`src/rtl/fifo_wr_ptr_ctrl_if.sv`:
```
// rtl/fifo_wr_ptr_ctrl_if.sv - producer/RAM/read-pointer signal bundle for the FIFO write-side controller
interface fifo_wr_ptr_ctrl_if #(
  parameter int ADDR_W = 3
);
  logic              wr_req;
  logic              clr_ovf;
  logic [ADDR_W:0]   rd_ptr_gray;
  logic              wr_en;
  logic [ADDR_W-1:0] wr_addr;
  logic [ADDR_W:0]   wr_ptr_gray;
  logic              full;
  logic              almost_full;
  logic [ADDR_W:0]   level;
  logic              overflow;

  modport master (
    output wr_req, clr_ovf, rd_ptr_gray,
    input  wr_en, wr_addr, wr_ptr_gray, full, almost_full, level, overflow
  );

  modport slave (
    input  wr_req, clr_ovf, rd_ptr_gray,
    output wr_en, wr_addr, wr_ptr_gray, full, almost_full, level, overflow
  );
endinterface

```
`src/rtl/fifo_wr_ptr_ctrl.sv`:
```
// rtl/fifo_wr_ptr_ctrl.sv - async FIFO write pointer/flag controller; FIFO_WR_PTR_SYNC_EN adds a 2-flop read-pointer synchroniser
module fifo_wr_ptr_ctrl #(
  parameter int ADDR_W       = 3,
  parameter int AFULL_THRESH = 6
) (
  input  logic              i_clk,
  input  logic              i_reset,
  fifo_wr_ptr_ctrl_if.slave bus
);
  localparam int            PW        = ADDR_W + 1;
  localparam logic [PW-1:0] AFULL_LVL = PW'(AFULL_THRESH);

  if (ADDR_W < 2 || AFULL_THRESH < 1 || AFULL_THRESH > (1 << ADDR_W)) begin : g_param_err
    $error("fifo_wr_ptr_ctrl: ADDR_W must be >= 2 and AFULL_THRESH within 1..2**ADDR_W");
  end

  logic [PW-1:0] r_wr_bin;
  logic [PW-1:0] r_wr_gray;
  logic [PW-1:0] r_level;
  logic          r_full;
  logic          r_afull;
  logic          r_ovf;

  logic [PW-1:0] w_rd_s;
  logic [PW-1:0] w_rd_bin;
  logic [PW-1:0] w_bin_next;
  logic [PW-1:0] w_gray_next;
  logic [PW-1:0] w_level_next;
  logic          w_wr_en;
  logic          w_full_next;
  logic          w_afull_next;
  logic          w_ovf_next;

`ifdef FIFO_WR_PTR_SYNC_EN
  logic [PW-1:0] r_rd_sync1;
  logic [PW-1:0] r_rd_sync2;

  // Bring the read-domain Gray pointer into clk through two flops
  always_ff @(posedge i_clk) begin
    if (i_reset) begin
      r_rd_sync1 <= '0;
      r_rd_sync2 <= '0;
    end else begin
      r_rd_sync1 <= bus.rd_ptr_gray;
      r_rd_sync2 <= r_rd_sync1;
    end
  end

  assign w_rd_s = r_rd_sync2;
`else
  assign w_rd_s = bus.rd_ptr_gray;
`endif

  // Next pointer, occupancy and flag values; full compares against the read
  // pointer with its top two Gray bits inverted (one lap ahead)
  always_comb begin
    w_wr_en     = bus.wr_req & ~r_full;
    w_bin_next  = r_wr_bin + {{ADDR_W{1'b0}}, w_wr_en};
    w_gray_next = w_bin_next ^ (w_bin_next >> 1);
    w_rd_bin    = '0;
    for (int i = 0; i < PW; i++) begin
      w_rd_bin[i] = ^(w_rd_s >> i);
    end
    w_full_next  = (w_gray_next == {~w_rd_s[PW-1:PW-2], w_rd_s[PW-3:0]});
    w_level_next = w_bin_next - w_rd_bin;
    w_afull_next = (w_level_next >= AFULL_LVL);
    w_ovf_next   = r_ovf;
    if (bus.wr_req & r_full) begin
      w_ovf_next = 1'b1;
    end else if (bus.clr_ovf) begin
      w_ovf_next = 1'b0;
    end
  end

  // Pointer and flag registers; Gray pointer leaves straight from its flop
  always_ff @(posedge i_clk) begin
    if (i_reset) begin
      r_wr_bin  <= '0;
      r_wr_gray <= '0;
      r_level   <= '0;
      r_full    <= 1'b0;
      r_afull   <= 1'b0;
      r_ovf     <= 1'b0;
    end else begin
      r_wr_bin  <= w_bin_next;
      r_wr_gray <= w_gray_next;
      r_level   <= w_level_next;
      r_full    <= w_full_next;
      r_afull   <= w_afull_next;
      r_ovf     <= w_ovf_next;
    end
  end

  assign bus.wr_en       = w_wr_en;
  assign bus.wr_addr     = r_wr_bin[ADDR_W-1:0];
  assign bus.wr_ptr_gray = r_wr_gray;
  assign bus.full        = r_full;
  assign bus.almost_full = r_afull;
  assign bus.level       = r_level;
  assign bus.overflow    = r_ovf;
endmodule

```
`src/flat_wrapper.sv`:
```
// flat-port wrapper written by rule: the top's interface ports become plain ports
module fifo_wr_ptr_ctrl_flat 
#(
  parameter int ADDR_W       = 3,
  parameter int AFULL_THRESH = 6
)
  (i_clk, i_reset, bus_wr_req, bus_clr_ovf, bus_rd_ptr_gray, bus_wr_en, bus_wr_addr, bus_wr_ptr_gray, bus_full, bus_almost_full, bus_level, bus_overflow);
  fifo_wr_ptr_ctrl_if #(.ADDR_W(ADDR_W)) bus_i ();
  input  logic i_clk;
  input  logic i_reset;
  input wire logic [$bits(bus_i.wr_req)-1:0] bus_wr_req;
  input wire logic [$bits(bus_i.clr_ovf)-1:0] bus_clr_ovf;
  input wire logic [$bits(bus_i.rd_ptr_gray)-1:0] bus_rd_ptr_gray;
  output wire logic [$bits(bus_i.wr_en)-1:0] bus_wr_en;
  output wire logic [$bits(bus_i.wr_addr)-1:0] bus_wr_addr;
  output wire logic [$bits(bus_i.wr_ptr_gray)-1:0] bus_wr_ptr_gray;
  output wire logic [$bits(bus_i.full)-1:0] bus_full;
  output wire logic [$bits(bus_i.almost_full)-1:0] bus_almost_full;
  output wire logic [$bits(bus_i.level)-1:0] bus_level;
  output wire logic [$bits(bus_i.overflow)-1:0] bus_overflow;
  assign bus_i.wr_req = bus_wr_req;
  assign bus_i.clr_ovf = bus_clr_ovf;
  assign bus_i.rd_ptr_gray = bus_rd_ptr_gray;
  assign bus_wr_en = bus_i.wr_en;
  assign bus_wr_addr = bus_i.wr_addr;
  assign bus_wr_ptr_gray = bus_i.wr_ptr_gray;
  assign bus_full = bus_i.full;
  assign bus_almost_full = bus_i.almost_full;
  assign bus_level = bus_i.level;
  assign bus_overflow = bus_i.overflow;
  fifo_wr_ptr_ctrl #(.ADDR_W(ADDR_W), .AFULL_THRESH(AFULL_THRESH)) u_core (.i_clk(i_clk), .i_reset(i_reset), .bus(bus_i));
endmodule
```
`config.mk`:
```
export PLATFORM = sky130hd
export DESIGN_NAME = fifo_wr_ptr_ctrl_flat
export DESIGN_NICKNAME = d
export VERILOG_FILES = /design/src/rtl/fifo_wr_ptr_ctrl_if.sv /design/src/rtl/fifo_wr_ptr_ctrl.sv /design/src/flat_wrapper.sv
export SDC_FILE = /design/constraint.sdc
export NUM_CORES = 1
export LEC_CHECK = 0
export ABC_AREA = 1
export CAP_MARGIN = 20
export CORE_MARGIN = 1.5
export CORE_UTILIZATION = 48
export CTS_CLUSTER_SIZE = 30
export DETAILED_ROUTE_END_ITERATION = 16
export PLACE_DENSITY = 0.82
export SYNTH_ARGS = -nofsm -noshare
export SYNTH_HDL_FRONTEND = slang
export SYNTH_SLANG_ARGS = --single-unit
```
`constraint.sdc`:
```
create_clock -name i_clk -period 3.4 [get_ports i_clk]
set_input_delay 0.68 -clock i_clk [delete_from_list [all_inputs] [get_ports i_clk]]
set_output_delay 0.68 -clock i_clk [all_outputs]
set_load 0.1 [all_outputs]
```
# After elaboration in Yosys (flattened, before gate mapping)

Cells that the tools add are included.

Reduce and logical (&&, ||, !) cells: 5
Add/subtract/negate cells: 2
Bitwise logic cells: 5
Mux-type cells: 2
Magnitude comparators: 1
Equal/unequal tests: 1

Operator list:

| operator                                            | number |
|---|---|
| parity 4 bit                                        | 4 |
| adder 4 x 1 -> 4 bit                                | 1 |
| equality test 4 bit                                 | 1 |
| >= comparator 4 x 3 -> 1 bit, second input constant | 1 |
| subtractor 4 bit                                    | 1 |
| bitwise XOR 4 x 3 -> 4 bit                          | 1 |
| AND 1 bit                                           | 2 |
| 2-to-1 mux 1 bit                                    | 2 |
| NOT 2 bit                                           | 1 |
| nonzero test 2 bit                                  | 1 |
| NOT 1 bit                                           | 1 |

Output and inout port bits: 15
Input bits: 8
Register bits after elaboration: 15
Logic and storage cells: 22

# Longest topological paths before layout

Gate-level depths: netlist (run 1).

Word-level depth: 5
Gate-level depth with buffers: 15
Depth with buffers taken out: 15

# Worst setup path after synthesis (run 1)

No wires, ideal clock.

Path type: register to register
Start: register u_core.r_full, in the netlist u_core.bus.full
End: register u_core.r_afull, in the netlist u_core.bus.almost_full
Slack: -0.558 ns
Data required time: 3.285 ns
Stages on the path, launching flop included: 13
Setup time: 0.115 ns
Clock period less this slack: 3.958 ns
Data arrival time: 3.843 ns
Path buffers: 0
Cells stage by stage: dfxtp_1 > nor2_1 > ha_1 > ha_1 > nand2_1 > nand2_4 > clkinv_2 > ha_1 > a21oi_1 > nor2b_1 > nand3_1 > nand3_1 > nand2_1

Word-level cells in the longest chain between the ends: 5

RTL lines:

| what                           | line                   | RTL |
|---|---|---|
| start: declaration             | fifo_wr_ptr_ctrl.sv:20 | `logic r_full;` |
| start signal: assignment       | fifo_wr_ptr_ctrl.sv:88 | `r_full <= w_full_next;` |
| NOT 1 bit                      | fifo_wr_ptr_ctrl.sv:57 | `w_wr_en = bus.wr_req & ~r_full;` |
| AND 1 bit                      | fifo_wr_ptr_ctrl.sv:57 |  |
| named net bus_wr_en            | flat_wrapper.sv:14     | `output wire logic [$bits(bus_i.wr_en)-1:0] bus_wr_en;` |
| adder 4 x 1 -> 4 bit           | fifo_wr_ptr_ctrl.sv:58 | `w_bin_next = r_wr_bin + {{ADDR_W{1'b0}}, w_wr_en};` |
| named net u_core.w_bin_next[2] | fifo_wr_ptr_ctrl.sv:26 | `logic [PW-1:0] w_bin_next;` |
| subtractor 4 bit               | fifo_wr_ptr_ctrl.sv:65 | `w_level_next = w_bin_next - w_rd_bin;` |
| >= comparator 4 x 3 -> 1 bit   | fifo_wr_ptr_ctrl.sv:66 | `w_afull_next = (w_level_next >= AFULL_LVL);` |
| end signal: assignment         | fifo_wr_ptr_ctrl.sv:89 | `r_afull <= w_afull_next;` |
| end: declaration               | fifo_wr_ptr_ctrl.sv:21 | `logic r_afull;` |

The timed path passes the listed nets, and every way through them passes these cells.
A chain may end at the register's enable or synchronous reset.

# Final worst setup path (run 1)

Start: input bus_wr_req
End: register u_core.r_level[3], in the netlist u_core.bus.level[3]

Word-level cells in the longest chain between the ends: 3

RTL lines:

| what                           | line                   | RTL |
|---|---|---|
| start: declaration             | flat_wrapper.sv:11     | `input wire logic [$bits(bus_i.wr_req)-1:0] bus_wr_req;` |
| AND 1 bit                      | fifo_wr_ptr_ctrl.sv:57 |  |
| adder 4 x 1 -> 4 bit           | fifo_wr_ptr_ctrl.sv:58 |  |
| named net u_core.w_bin_next[2] | fifo_wr_ptr_ctrl.sv:26 |  |
| subtractor 4 bit               | fifo_wr_ptr_ctrl.sv:65 |  |
| end signal: assignment         | fifo_wr_ptr_ctrl.sv:87 | `r_level <= w_level_next;` |
| end: declaration               | fifo_wr_ptr_ctrl.sv:19 | `logic [PW-1:0] r_level;` |

The timed path passes the listed nets, and every way through them passes these cells.

==> reports/qor.csv, run 1 <==
metric;value;unit
pin count of the biggest net entering global routing;13;
cts bufs inserted;3;
Total GRT Usage;20.98;%
DR vias;744;
met1 WL;667;um
# rows;14;
crit path time final;2.804;ns
syn_nets;115;
synth warn;0;
clock-pin slew on the worst setup and hold paths;0.08;ns
TNS Setup;0;ns
total iterations of the first detailed-routing run;4;
routability cong.;0.8737;
Net count, final;141;
initial core utilization;50.67;%
Max Clock Freq;0.3566;GHz
CTS tree;done;
post-synthesis cell area;754.5;um2
P_leak;0.4985;nW
Worst VDD drop;0.6045;mV
worst hold path type;register to register;
Routed Antenna Nets;0;
Worst-Margin Slew;0.9690;ns
relative slew slack;35.19;%
Synth cell types;21;
I/O pin count;23;
pins over their slew limit;0;
crit end category;register;
H-tree lvl count;1;
Fin. Hold Viols;0;
global route overflow;0;
Via density;5.239;
Multi-input gate area;424.2;um2
Worst-Skew Late Latency;0.29;ns
WL met2;851;um
sequential fraction of the synthesis area;37.15;%
RSZ-0062 raised after global routing;no;
MaxCap Viol Count;0;
postcts setup bufs;0;
register area;280.3;um2
CP Data Required Time;3.58;ns
core area;0.001489;mm2
post-DP HPWL;1344;um
die height;42.65;um
fill cell count;127;
vias in the first global route;670;
Post-CTS Hold Buffers;0;
die area;0.001819;mm2
initial antenna violation count;0;
PwrDens;623.7;mW/mm2
flops & latches, synth;14;
leading cell type in the layout, fill and taps excluded;nand2_1;
Max clock buf depth;2;
first-pass GRT wire length;2711;um
Syn Inst Count;101;
WL/cell;11.82;um
layout cell share with drive strength beyond 1;14.29;%
Remaining DRCs;0;
post-cts gate resize count;0;
Iteration-0 DRC Markers;22;
met3 routed WL;103;um
Ant. Diodes;0;
uppermost layer routed;met4;
critical path fanouts, max;5;
final worst path period share;82.48;%
syn_area_per_cell;7.470;um2
leading cell types in the layout, fill and taps excluded;23 x nand2_1, 17 x clkdlybuf4s50_1, 14 x dfxtp_1;
final setup vio count;0;
CP Class;primary input to register;
die span in x;42.65;um
Pwr Total;0.0006375;W
run status;finished, final reports clean;
final wirelength;1679;um
Layout area overhead;35.49;%
I/O Buffers;22;
CP startpoint kind;primary input;
Clock Skew;0.004267;ns
clock sink count;14;
clock tree root driver cell;clkbuf_4;
CP Data Arrival Time;2.99;ns
[worst max-delay path, cell delays in order]
cell and delay [ns]:
clkdlybuf4s50_1 0.47, inv_1 0.07, nor2_4 0.08, ha_1 0.24, ha_1 0.21, nand2_1 0.10, nand2_4 0.12, clkinv_2 0.08
ha_1 0.34, a21oi_1 0.18, nor2b_1 0.15, nand3_1 0.08, nand3_1 0.11, inv_1 0.06
[sequential cells by signal, indices dropped and copies added, names as in the netlist]
name and count:
u_core.r_wr_bin 3, u_core.bus.level 4, u_core.bus.full 1, u_core.bus.almost_full 1, u_core.bus.overflow 1, u_core.bus.wr_ptr_gray 4
[metal layers]
metal	vias to the layer above	GRT usage (%)
met4	0	11.25
met1	330	21.72
met5	-	0
met3	9	5.172
met2	39	37.88
li1	366	-
[logic make-up (layout without fill, tap and decap cells)]
group,Yosys count,in the layout,synth area share (%)
AOI/OAI and AO/OA,4,4,2.652
xor gates and xnor gates,5,5,6.801
adders and majority gates,6,6,10.95
buffers and inverters,15,40,7.627
DFF,14,14,37.15
and+or+nand+nor,57,57,34.83
[cells in the mapped netlist (all sizes together)]
cell type	count	area, um2
ha	5	62.56
nor2b	1	6.260
dfxtp	14	280.3
and2	1	6.260
fa	1	20.02
o21ai	1	5.000
nand4	2	12.51
nand2	28	127.6
clkinv	1	5.000
a21oi	3	15.01
inv	13	48.79
nor2	14	52.55
nand3	10	50.05
xnor2	2	25.03
clkbuf	1	3.750
xor2	3	26.28
nand3b	1	7.510
[layout make-up]
cell class / count / area share, %
Tap cell: 16 / 1.958
Timing Repair Buffer: 22 / 20.32
Multi-Input combinational cell: 72 / 41.49
Sequential cell: 14 / 27.42
Inverter: 14 / 5.263
Clock buffer: 4 / 3.550
[per-stage QoR]
stage	worst slack, ns	instances	hold WS (ns)	utilization (%)	area [um2]
after floorplan	0.3125	101	0.7641	-	762.0
after global placement	0.4285	138	0.4482	66.22	985.9
after detailed placement	0.3161	138	0.4531	66.22	985.9
after CTS	0.6043	142	0.4666	68.66	1022
after global routing	0.4344	142	0.4948	68.66	1022
final	0.5956	142	0.4620	68.66	1022
[where the power goes]
group | total [W] | leakage (nW) | switching (W) | internal [W]
logic | 0.000321 | 0.362 | 0.000238 | 0.0000826
registers | 0.000193 | 0.115 | 0.00000756 | 0.000186
clock network | 0.000123 | 0.0210 | 0.0000580 | 0.0000653
total | 0.000638 | 0.499 | 0.000304 | 0.000334
[worst paths after layout]
check / start / to / slack (ns) / cells after the start
worst min register to register: u_core.bus.overflow$_SDFFE_PP0P_ / u_core.bus.overflow$_SDFFE_PP0P_ / 0.46 / 2
worst min-delay path: u_core.bus.overflow$_SDFFE_PP0P_ / u_core.bus.overflow$_SDFFE_PP0P_ / 0.46 / 2
worst max register to register: u_core.bus.full$_SDFF_PP0_ / u_core.bus.level[3]$_SDFF_PP0_ / 1.13 / 13
worst max-delay path: bus_wr_req / u_core.bus.level[3]$_SDFF_PP0_ / 0.60 / 14
No activity file was read; power rests on OpenSTA's default activity.
==> run 2: changes to the inputs <==
--- a/config.mk
+++ b/config.mk
@@ -8,10 +8,10 @@
 export ABC_AREA = 1
 export CAP_MARGIN = 20
 export CORE_MARGIN = 1.5
-export CORE_UTILIZATION = 48
+export CORE_UTILIZATION = 40
 export CTS_CLUSTER_SIZE = 30
 export DETAILED_ROUTE_END_ITERATION = 16
-export PLACE_DENSITY = 0.82
+export PLACE_DENSITY = 0.73
 export SYNTH_ARGS = -nofsm -noshare
 export SYNTH_HDL_FRONTEND = slang
 export SYNTH_SLANG_ARGS = --single-unit
==> constraint.sdc (replaced) <==
create_clock -name i_clk -period 2.4 [get_ports i_clk]
set_input_delay 0.48 -clock i_clk [delete_from_list [all_inputs] [get_ports i_clk]]
set_output_delay 0.48 -clock i_clk [all_outputs]
set_load 0.1 [all_outputs]
==> reports/qor.csv, run 2 (same netlist as run 1, synthesis figures left out) <==
metric;value;unit
CP Data Required Time;2.57;ns
final worst path period share;96.23;%
Fin. Hold Viols;0;
Remaining DRCs;0;
WHS;0.4724;ns
CTS tree;done;
die span in x;46.43;um
fill cell count;158;
Worst-Skew Late Latency;0.27;ns
Placed Area;0.001161;mm2
leading cell type in the layout, fill and taps excluded;buf_4;
Pwr Total;0.0009558;W
final setup vio count;0;
Clock Skew;0.002731;ns
routability cong.;0.8419;
WL/cell;10.84;um
post-DP HPWL;1499;um
vias in the first global route;727;
first-pass GRT wire length;2773;um
# rows;15;
RSZ-0062 raised after global routing;no;
CP Data Arrival Time;2.48;ns
I/O Buffers;22;
crit path time final;2.309;ns
Worst-Margin Slew;0.4622;ns
pins over their slew limit;0;
CP startpoint kind;primary input;
critical path fanouts, max;3;
die area;0.002156;mm2
P_leak;0.6141;nW
crit end category;register;
H-tree lvl count;1;
DR vias;769;
Max Clock Freq;0.4330;GHz
Net count, final;155;
clock sink count;14;
Worst VDD drop;0.6046;mV
clock tree root driver cell;clkbuf_4;
die height;46.43;um
Total GRT Usage;18.09;%
total iterations of the first detailed-routing run;4;
worst hold path type;register to register;
initial antenna violation count;0;
initial core utilization;43.23;%
relative slew slack;69.09;%
Ant. Diodes;0;
layout cell share with drive strength beyond 1;37.14;%
run status;finished, final reports clean;
PwrDens;784.3;mW/mm2
leading cell types in the layout, fill and taps excluded;27 x buf_4, 21 x nand2_1, 13 x dfxtp_1;
I/O pin count;23;
clock-pin slew on the worst setup and hold paths;0.09;ns
Post-CTS Hold Buffers;0;
cts bufs inserted;3;
MaxCap Viol Count;0;
global route overflow;0;
core area;0.001745;mm2
Layout area overhead;61.53;%
Max clock buf depth;2;
Iteration-0 DRC Markers;15;
CP Class;primary input to register;
final instance area;0.001219;mm2
pin count of the biggest net entering global routing;13;
Routed Antenna Nets;0;
Via density;4.661;
final wirelength;1788;um
## run 2: cell types whose count changed in the layout (fill, tap and decap cells not counted), sizes merged
cell,delta
buf,+24
clkdlybuf4s50,-10
## run 2: path summary, 6_finish.rpt
kind | endpoint | from | depth (start not counted) | slack (ns)
worst max register to register | u_core.bus.almost_full$_SDFF_PP0_ | u_core.bus.full$_SDFF_PP0_ | 13 | 0.56
worst min register to register | u_core.bus.overflow$_SDFFE_PP0P_ | u_core.bus.overflow$_SDFFE_PP0P_ | 2 | 0.47
worst max-delay path | u_core.bus.almost_full$_SDFF_PP0_ | bus_wr_req | 16 | 0.09
worst min-delay path | u_core.bus.overflow$_SDFFE_PP0P_ | u_core.bus.overflow$_SDFFE_PP0P_ | 2 | 0.47
## run 2: metrics by stage
step	worst slack [ns]	setup TNS [ns]	utilization, %	std cells
global route	0.007278	0	69.82	165
global placement	-0.1733	-0.3314	66.52	161
finish	0.09055	0	69.82	165
detailed placement	-0.2378	-0.4913	66.52	161
floorplan	-0.01707	-0.01977	-	101
CTS	0.05536	0	68.60	165
## run 2: area by class of cell
cell class	count	area, um2	share of cell area (%)
clock buffer	4	36.28	2.977
tap	25	31.28	2.567
multi-input combinational	72	493.0	40.45
timing repair buffer	36	304.0	24.95
sequential	14	284.0	23.31
inverter	14	70.07	5.749
## run 2: routing by layer
layer / share of wire [%] / GRT usage (%) / up-vias
li1: - / - / 396
met1: 41 / 19.81 / 353
met2: 54 / 34.44 / 18
met3: 3.9 / 3.529 / 2
met4: 1.1 / 5.143 / 0
met5: 0 / 0 / -
## run 2: repair_timing
action,4_1_cts,5_1_grt
setup buffers,0,0
endpoints found under the setup margin,0,2
resized for setup,0,4
## run 2: where the power goes
part	switching [W]	internal [W]
Combinational	0.000357	0.000157
Clock	0.0000743	0.0000920
Sequential	0.0000127	0.000263
## run 2: worst max-delay path, stage by stage
cell and delay, ns:
clkdlybuf4s50_1 0.47, buf_6 0.13, inv_12 0.03, nor2_4 0.12
ha_4 0.16, ha_4 0.14, inv_1 0.05, nand2_2 0.08
nand2_4 0.07, clkinv_4 0.05, ha_4 0.20, a21oi_4 0.13
nor2b_4 0.14, nand3_1 0.06, nand3_1 0.10, nand2_1 0.06
